**src/rtl/video_chunk_fetcher.sv**
```systemverilog
// rtl/video_chunk_fetcher.sv - requester end of the video pipeline chunk protocol
//
// Purpose: on each line request, issues chunk requests {vPos, chunkNum} into
// the pipeline request FIFO. Drains returned RGB565 pixels from the response
// FIFO and writes them, in order, into a line buffer at their hPos.
//
// Ports:
//   scalerClock            sole clock
//   resetN                 synchronous active-low reset
//   lineRequest            pulse: fetch line lineNum (chunksPerLine chunks)
//   lineNum[10:0]          vPos of line to fetch, sampled with lineRequest
//   chunksPerLine[6:0]     chunks in the line (0..64), sampled with lineRequest
//   busy                   line fetch in progress
//   lineDone               pulse: last pixel of line written
//   lineRequestDropped     pulse: lineRequest arrived while busy
//   requestFifoWriteEnable push request
//   requestFifoFull        request FIFO full
//   requestFifoWriteData   {vPos, chunkNum}
//   responseFifoReadEnable pop pixel
//   responseFifoEmpty      response FIFO empty
//   responseFifoReadData   pixel, valid the cycle after a pop
//   lineBufferWriteEnable  line buffer write strobe
//   lineBufferWriteAddress hPos of the pixel being written
//   lineBufferWriteData    pixel being written
module video_chunk_fetcher #(
  parameter int CHUNK_BITS      = 5,
  parameter int MAX_OUTSTANDING = 4
) (
  input  logic                  scalerClock,
  input  logic                  resetN,
  input  logic                  lineRequest,
  input  logic [10:0]           lineNum,
  input  logic [6:0]            chunksPerLine,
  output logic                  busy,
  output logic                  lineDone,
  output logic                  lineRequestDropped,
  output logic                  requestFifoWriteEnable,
  input  logic                  requestFifoFull,
  output logic [21-CHUNK_BITS:0] requestFifoWriteData,
  output logic                  responseFifoReadEnable,
  input  logic                  responseFifoEmpty,
  input  logic [15:0]           responseFifoReadData,
  output logic                  lineBufferWriteEnable,
  output logic [10:0]           lineBufferWriteAddress,
  output logic [15:0]           lineBufferWriteData
);

  localparam int CHUNKNUM_BITS = 11 - CHUNK_BITS;

  localparam logic [0:0] IDLE  = 1'b0;
  localparam logic [0:0] FETCH = 1'b1;

  logic [0:0]  state_q, state_d;
  logic [10:0] line_q, line_d;
  logic [6:0]  chunks_q, chunks_d;
  logic [6:0]  issued_q, issued_d;
  logic [11:0] read_q, read_d;
  logic [3:0]  outst_q, outst_d;
  logic        busy_q, busy_d;
  logic        zero_done_q, zero_done_d;
  logic        dropped_q, dropped_d;
  logic        lb_we_q, lb_we_d;
  logic [10:0] lb_addr_q, lb_addr_d;

  logic [11:0] total_pixels;
  logic        pop_ends_chunk;
  logic        line_complete;
  logic [CHUNKNUM_BITS-1:0] chunk_num;

  // 12 bits so a 64-chunk line (2048 pixels) is representable without wrap.
  assign total_pixels = 12'(chunks_q) << CHUNK_BITS;
  assign chunk_num    = CHUNKNUM_BITS'(issued_q);

  assign requestFifoWriteEnable = (state_q == FETCH) && !requestFifoFull &&
                                  (issued_q < chunks_q) &&
                                  (outst_q < 4'(MAX_OUTSTANDING));
  assign requestFifoWriteData   = {line_q, chunk_num};

  assign responseFifoReadEnable = (state_q == FETCH) && !responseFifoEmpty &&
                                  (read_q < total_pixels);

  // The pop that consumes the last pixel of a chunk frees one outstanding slot.
  assign pop_ends_chunk = responseFifoReadEnable && (&read_q[CHUNK_BITS-1:0]);

  // Completion is flagged in the same cycle as the final line buffer write.
  assign line_complete = (state_q == FETCH) && lb_we_q &&
                         ({1'b0, lb_addr_q} == (total_pixels - 12'd1));

  assign busy                   = busy_q;
  assign lineDone               = zero_done_q | line_complete;
  assign lineRequestDropped     = dropped_q;
  assign lineBufferWriteEnable  = lb_we_q;
  assign lineBufferWriteAddress = lb_addr_q;
  assign lineBufferWriteData    = responseFifoReadData;

  always_comb begin
    state_d     = state_q;
    line_d      = line_q;
    chunks_d    = chunks_q;
    issued_d    = issued_q;
    read_d      = read_q;
    outst_d     = outst_q;
    busy_d      = busy_q;
    zero_done_d = 1'b0;
    dropped_d   = 1'b0;
    lb_we_d     = responseFifoReadEnable;
    lb_addr_d   = responseFifoReadEnable ? read_q[10:0] : lb_addr_q;

    case (state_q)
      IDLE: begin
        if (lineRequest) begin
          line_d   = lineNum;
          chunks_d = chunksPerLine;
          issued_d = 7'd0;
          read_d   = 12'd0;
          outst_d  = 4'd0;
          if (chunksPerLine == 7'd0) begin
            zero_done_d = 1'b1;
          end else begin
            state_d = FETCH;
            busy_d  = 1'b1;
          end
        end
      end
      FETCH: begin
        if (requestFifoWriteEnable) issued_d = issued_q + 7'd1;
        if (responseFifoReadEnable) read_d = read_q + 12'd1;
        case ({requestFifoWriteEnable, pop_ends_chunk})
          2'b10:   outst_d = outst_q + 4'd1;
          2'b01:   outst_d = outst_q - 4'd1;
          default: outst_d = outst_q;
        endcase
        // Requests during a fetch (including the lineDone cycle) are refused.
        if (lineRequest) dropped_d = 1'b1;
        if (line_complete) begin
          state_d = IDLE;
          busy_d  = 1'b0;
        end
      end
      default: state_d = IDLE;
    endcase
  end

  always_ff @(posedge scalerClock) begin
    if (!resetN) begin
      state_q     <= IDLE;
      line_q      <= 11'd0;
      chunks_q    <= 7'd0;
      issued_q    <= 7'd0;
      read_q      <= 12'd0;
      outst_q     <= 4'd0;
      busy_q      <= 1'b0;
      zero_done_q <= 1'b0;
      dropped_q   <= 1'b0;
      lb_we_q     <= 1'b0;
      lb_addr_q   <= 11'd0;
    end else begin
      state_q     <= state_d;
      line_q      <= line_d;
      chunks_q    <= chunks_d;
      issued_q    <= issued_d;
      read_q      <= read_d;
      outst_q     <= outst_d;
      busy_q      <= busy_d;
      zero_done_q <= zero_done_d;
      dropped_q   <= dropped_d;
      lb_we_q     <= lb_we_d;
      lb_addr_q   <= lb_addr_d;
    end
  end

endmodule

```
**config.mk**
```make
export PLATFORM = sky130hd
export DESIGN_NAME = video_chunk_fetcher
export DESIGN_NICKNAME = d
export VERILOG_FILES = /design/src/rtl/video_chunk_fetcher.sv
export SDC_FILE = /design/constraint.sdc
export NUM_CORES = 1
export LEC_CHECK = 0
export ABC_AREA = 1
export CAP_MARGIN = 15
export CORE_ASPECT_RATIO = 0.9
export CORE_MARGIN = 3
export CORE_UTILIZATION = 48
export DETAILED_ROUTE_END_ITERATION = 12
export GPL_TIMING_DRIVEN = 0
export HOLD_SLACK_MARGIN = 0.03
export PLACE_DENSITY_LB_ADDON = 0.2
export SYNTH_ARGS = -nofsm -noshare
export SYNTH_HDL_FRONTEND = slang
export SYNTH_SLANG_ARGS = --single-unit
```
**constraint.sdc**
```tcl
create_clock -name scalerClock -period 3.05 [get_ports scalerClock]
set_clock_uncertainty 0.15 [all_clocks]
set_input_delay 0.61 -clock scalerClock [delete_from_list [all_inputs] [get_ports scalerClock]]
set_output_delay 0.61 -clock scalerClock [all_outputs]
set_load 0.02 [all_outputs]
```
Yosys cells after proc, flatten, opt, wreduce, memory -nomap -nowiden
Cells that the tools add are included.
Widths: inputs -> output; s select.
Storage, ports and cells
  output and inout port bits: 50
  word-level logic and storage cells: 70
  bits in registers: 57
Cells by class
  bitwise operators: 4
  multiplexer cells: 19
  equality and inequality tests: 9
  order comparisons: 3
  add/subtract/negate cells: 5
  reductions and logical operators: 19
Operator list (count)
  $mux 12: 2
  $pmux 12 s2: 1
  $pmux 4 s2: 2
  $mux 7: 2
  $pmux 7 s2: 1
  $add 12x1->12 const B: 1
  $eq 11x12->1: 1
  $lt 12x12->1: 1
  $sub 12x1->12 const B: 1
  $reduce_and 2->1: 5
  $logic_and 1x1->1: 8
  $mux 1: 8
  $ne 2x2->1 const B: 4
  $add 7x1->7 const B: 1
  $logic_not 7->1: 1
  $lt 7x7->1: 1
  $reduce_and 5->1: 1
  $add 4x1->4 const B: 1
  $lt 4x3->1 const B: 1
  $mux 4: 1
  $pmux 1 s2: 2
  $sub 4x1->4 const B: 1
  $ne 3x1->1 const B: 1
  $not 1->1: 3
  other kinds (7): 8

Logic depth before layout (Yosys ltp)
  depth in word-level cells: 7
  mapped depth: 21
  mapped depth without buffers: 21

Worst setup path after synthesis
No wires, ideal clock.
  path kind: register to register
  start: reg chunks_q[4]
  end: reg outst_q[3]
  period minus slack after synthesis: 2774 ps
  data arrival time: 2490 ps
  library setup time: 133 ps
  cell stages (with the launch flop): 20
  setup slack: 276 ps
  cells stage by stage: dfxtp_1 -> inv_1 -> ha_1 -> nand2_1 -> nand2_1 -> a21oi_2 -> nand3_4 -> nor2_4 -> nand2_4 -> inv_1 -> ha_1 -> a21oi_1 -> nand2_1 -> or2_2 -> nand2_1 -> inv_1 -> nand2_1 -> nand2_1 -> nand2_1 -> a21oi_2
On the way
  longest elaborated chain between the ends: 6
Ends and longest elaborated chain
  start, declared: line 55  | logic [6:0] chunks_q, chunks_d;
  start signal, assigned: line 160  | chunks_q <= chunks_d;
  $lt 12x12->1 / $lt 7x7->1 (equally long branches): line 80, 75
  $logic_and 1x1->1, on equally long branches: line 79, 74
  $logic_and 1x1->1, on equally long branches: line 83, 75
  $eq 2x1->1 / $eq 2x2->1 (equally long branches): line 128  | case ({requestFifoWriteEnable, pop_ends_chunk})
  $pmux 4 s2 / $ne 3x1->1 (equally long branches)
  $pmux 4 s2 / $reduce_and 2->1 (equally long branches)
  end signal, assigned: line 163  | outst_q <= outst_d;
  end, declared: line 58  | logic [3:0] outst_q, outst_d;
Several ways; a longest one is shown, not always the timed one.
A chain may end at the register's enable or synchronous reset.

Worst setup path after layout
  start: reg chunks_q[6]
  end: reg outst_q[3]
The elaborated chain is that of the path after synthesis.

==> summary.md <==
| Metric | Value |
|---|---|
| # rows | 27 |
| Remaining Overflow, GRT | 0 |
| RSZ-0062 raised after global routing | true |
| Critical path, cell by cell | inv_1, ha_1, nand2_1, inv_1, a21oi_2, nand3_4, nor2_4, nand2_4, inv_4, ha_1, a21oi_1, nand2_1, or2_2, nand2_1, inv_1, nand2_1, nand2_1, nand2_1, a21oi_2 |
| Via Count | 2958 |
| Initial Utilization | 0.507 |
| Lkg Pwr | 1.80 nW |
| Final period util | 0.982 |
| H-tree Lvls | 3 |
| Most Frequent Cell on Critical Path | nand2_1 |
| First DRT Iteration DRCs | 126 |
| Power Dens Cells | 442 nW/um^2 |
| IO Pins | 89 |
| Slew headroom | 0.622 |
| Vias per cell | 4.91 |
| First-pass GRT wire length | 13200 um |
| Netlist cell types | 32 |
| Critical Path RT | 3.11 ns |
| Average size of a mapped cell | 7.50 sq um |
| Hold-fix buffer count after cts | 0 |
| Post-Synthesis Cells | 425 |
| Final wirelength | 8110 um |
| Max frequency | 0.334 GHz |
| Synthesized cell area | 3190 sq um |
| WL/cell | 13.4 um |
| Status | finished, final reports clean |
| FF+latch count, synth | 57 |
| Arr. time, crit path | 3.05 ns |
| Nets | 569 |
| Layout area overhead | 32.3% |
| Crit Path Class | register to register |
| Cell count after placement | 583 |
| Crit-path max FO | 7 |
| Antenna Violating Nets Remaining | 0 |
| Core Area | 6280 sq um |
| CP Launch Type | register |
| Maximum vdd drop | 0.000296 V |
| Die area | 7660 sq um |
| Seq/Total Area, Yosys | 0.358 |
| CTS sink cnt | 57 |
| CTS tree | done |
| Synthesis warning total | 0 |
| Total CTS buffers | 9 |
| DIE WIDTH | 91.9 um |
| Die Ht | 83.3 um |
| Antenna cells | 0 |
| Crit end category | register |
| Largest net degree at the start of global routing | 11 |
| Max-cap viol count | 0 |
| Pins Over Slew Limit | 0 |
| FILL cells | 570 |
| Slowest stage delay, CP | 0.35 ns |
| Skew-Pair Late Insertion Delay | 0.34 ns |
| Post-route cell area | 4220 sq um |
| Placed instance area | 4010 sq um |
| Vias in the first global route | 2851 |
| Layout Cells excl Fill | 603 |
| Final hold vios | 0 |
| Clk slew on worst S/H paths | 0.06 ns |
| Final Setup Violations | 0 |
| Min cycle time layout | 3.00 ns |
| Crit-path slowest cell | dfxtp_2 |
| HP Class | register to register |
| CTS Buffer Depth | 2 |
| Worst Max-Slew Pin Slew | 0.567 ns |
| Port bufs | 71 |
| Share of post-route cells with drive strength above 1 | 0.157 |
| Clk root buf | clkbuf_8 |
| Drt drc | 0 |
| Gpl congestion | 0.841 |
| Final HPWL DP | 6230 um |
| Syn Nets | 483 |
| First-pass DRT Iterations | 4 |
| Global Route Usage Sum | 0.215 |
| Initial antenna violation count | 0 |
==> power by group <==
group / total [mW] / switching, mW / internal (mW)
clock network: 0.624 / 0.289 / 0.335
registers: 0.818 / 0.0318 / 0.786
logic: 0.422 / 0.239 / 0.182
total: 1.86 / 0.561 / 1.30
==> flip-flops by register name (all words and copies together), names as in the netlist <==
name                    flops
state_q                     1
outst_q                     4
zero_done_q                 1
lineRequestDropped          1
read_q                     12
chunks_q                    7
issued_q                    7
lineBufferWriteEnable       1
lineBufferWriteAddress     11
busy                        1
line_q                     11
==> layout by cell type (no fill, tap or decap), types with 5 or more instances in the layout <==
cell type and count:
o21ai_1 7, dfxtp_1 53, clkdlybuf4s50_1 68, nor3_1 10, xor2_1 10, ha_1 18, nand3_1 10, clkbuf_8 11
o21ai_0 28, clkbuf_1 10, buf_4 28, inv_1 37, nand4_1 6, a21oi_2 5, inv_2 5, nand2_1 78
nor2_1 50, a21oi_1 39
==> routing by layer <==
layer | up-vias | routed length (um) | GRT usage
li1 | 1532 | - | -
met1 | 1329 | 3640 | 0.268
met2 | 89 | 3790 | 0.355
met3 | 8 | 613 | 0.0725
met4 | 0 | 61 | 0.0567
met5 | - | 0 | 0
==> final timing paths <==
| kind | startpoint | endpoint | slack (ns) | depth (start not counted) |
|---|---|---|---|---|
| worst min register to register | issued_q[4] | issued_q[4] | 0.34 | 2 |
| worst max register to register | chunks_q[6] | outst_q[3] | 0.05 | 19 |
| worst max-delay path | chunks_q[6] | outst_q[3] | 0.05 | 19 |
| worst min-delay path | issued_q[4] | issued_q[4] | 0.34 | 2 |
==> per-stage QoR <==
step	setup slack, ns	setup TNS (ns)	total power [mW]	utilization	hold slack [ns]
after detailed placement	-0.201	-0.245	1.25	0.638	0.329
after global routing	-0.103	-0.103	1.96	0.671	0.373
after floorplan	0.276	0	1.08	-	0.306
final	0.0545	0	1.86	0.671	0.342
after global placement	-0.0854	-0.106	1.24	0.638	0.326
after CTS	0.00231	0	1.87	0.668	0.343
==> synth_stat cells (all sizes together) <==
| cell | number | area share |
|---|---|---|
| or2 | 1 | 0.0020 |
| dfxtp | 57 | 0.36 |
| inv | 43 | 0.051 |
| ha | 18 | 0.071 |
| o21ai | 35 | 0.055 |
| nor4 | 1 | 0.0020 |
| fa | 1 | 0.0063 |
| nand2 | 86 | 0.11 |
| nand4 | 7 | 0.018 |
| nand3 | 15 | 0.035 |
| nor3 | 11 | 0.021 |
| buf | 25 | 0.058 |
| a21oi | 45 | 0.080 |
| clkbuf | 8 | 0.0094 |
| nor2 | 54 | 0.073 |
| xor2 | 10 | 0.027 |
| nor3b | 2 | 0.0047 |
| xnor2 | 4 | 0.011 |
| clkinv | 1 | 0.0027 |
| and3 | 1 | 0.0020 |
==> worst max-delay path, delay by kind of cell (launching register included) <==
kind                       cells  cell delay (ns)
and+or+nand+nor               10             1.10
AOI/OAI and AO/OA              3             0.41
adders and majority gates      2             0.58
DFF                            1             0.35
buffers and inverters          4             0.27
==> repair_timing <==
item | in CTS | in global routing
setup endpoints to repair | 4 | 3
gates resized for setup | 9 | 6
pin swaps | 3 | 3
buffers inserted | 2 | 2
endpoints found under the hold margin | 0 | 0
==> final cells by class <==
class	count	area (sq um)	area share
buffer	33	214	0.0507
clock buffer	13	159	0.0377
clock inverter	3	15.0	0.00356
inverter	44	173	0.0409
multi-input combinational	291	1670	0.395
sequential	57	1150	0.272
tap	87	109	0.0258
timing repair buffer	75	736	0.174
==> kinds of logic after synthesis <==
group | share of synthesized area
simple gates | 0.271
compound gates | 0.135
buf+inv | 0.120
flops | 0.358
fa+ha+maj | 0.0769
xor+xnor | 0.0385
No activity file was read; power rests on OpenSTA's default activity.
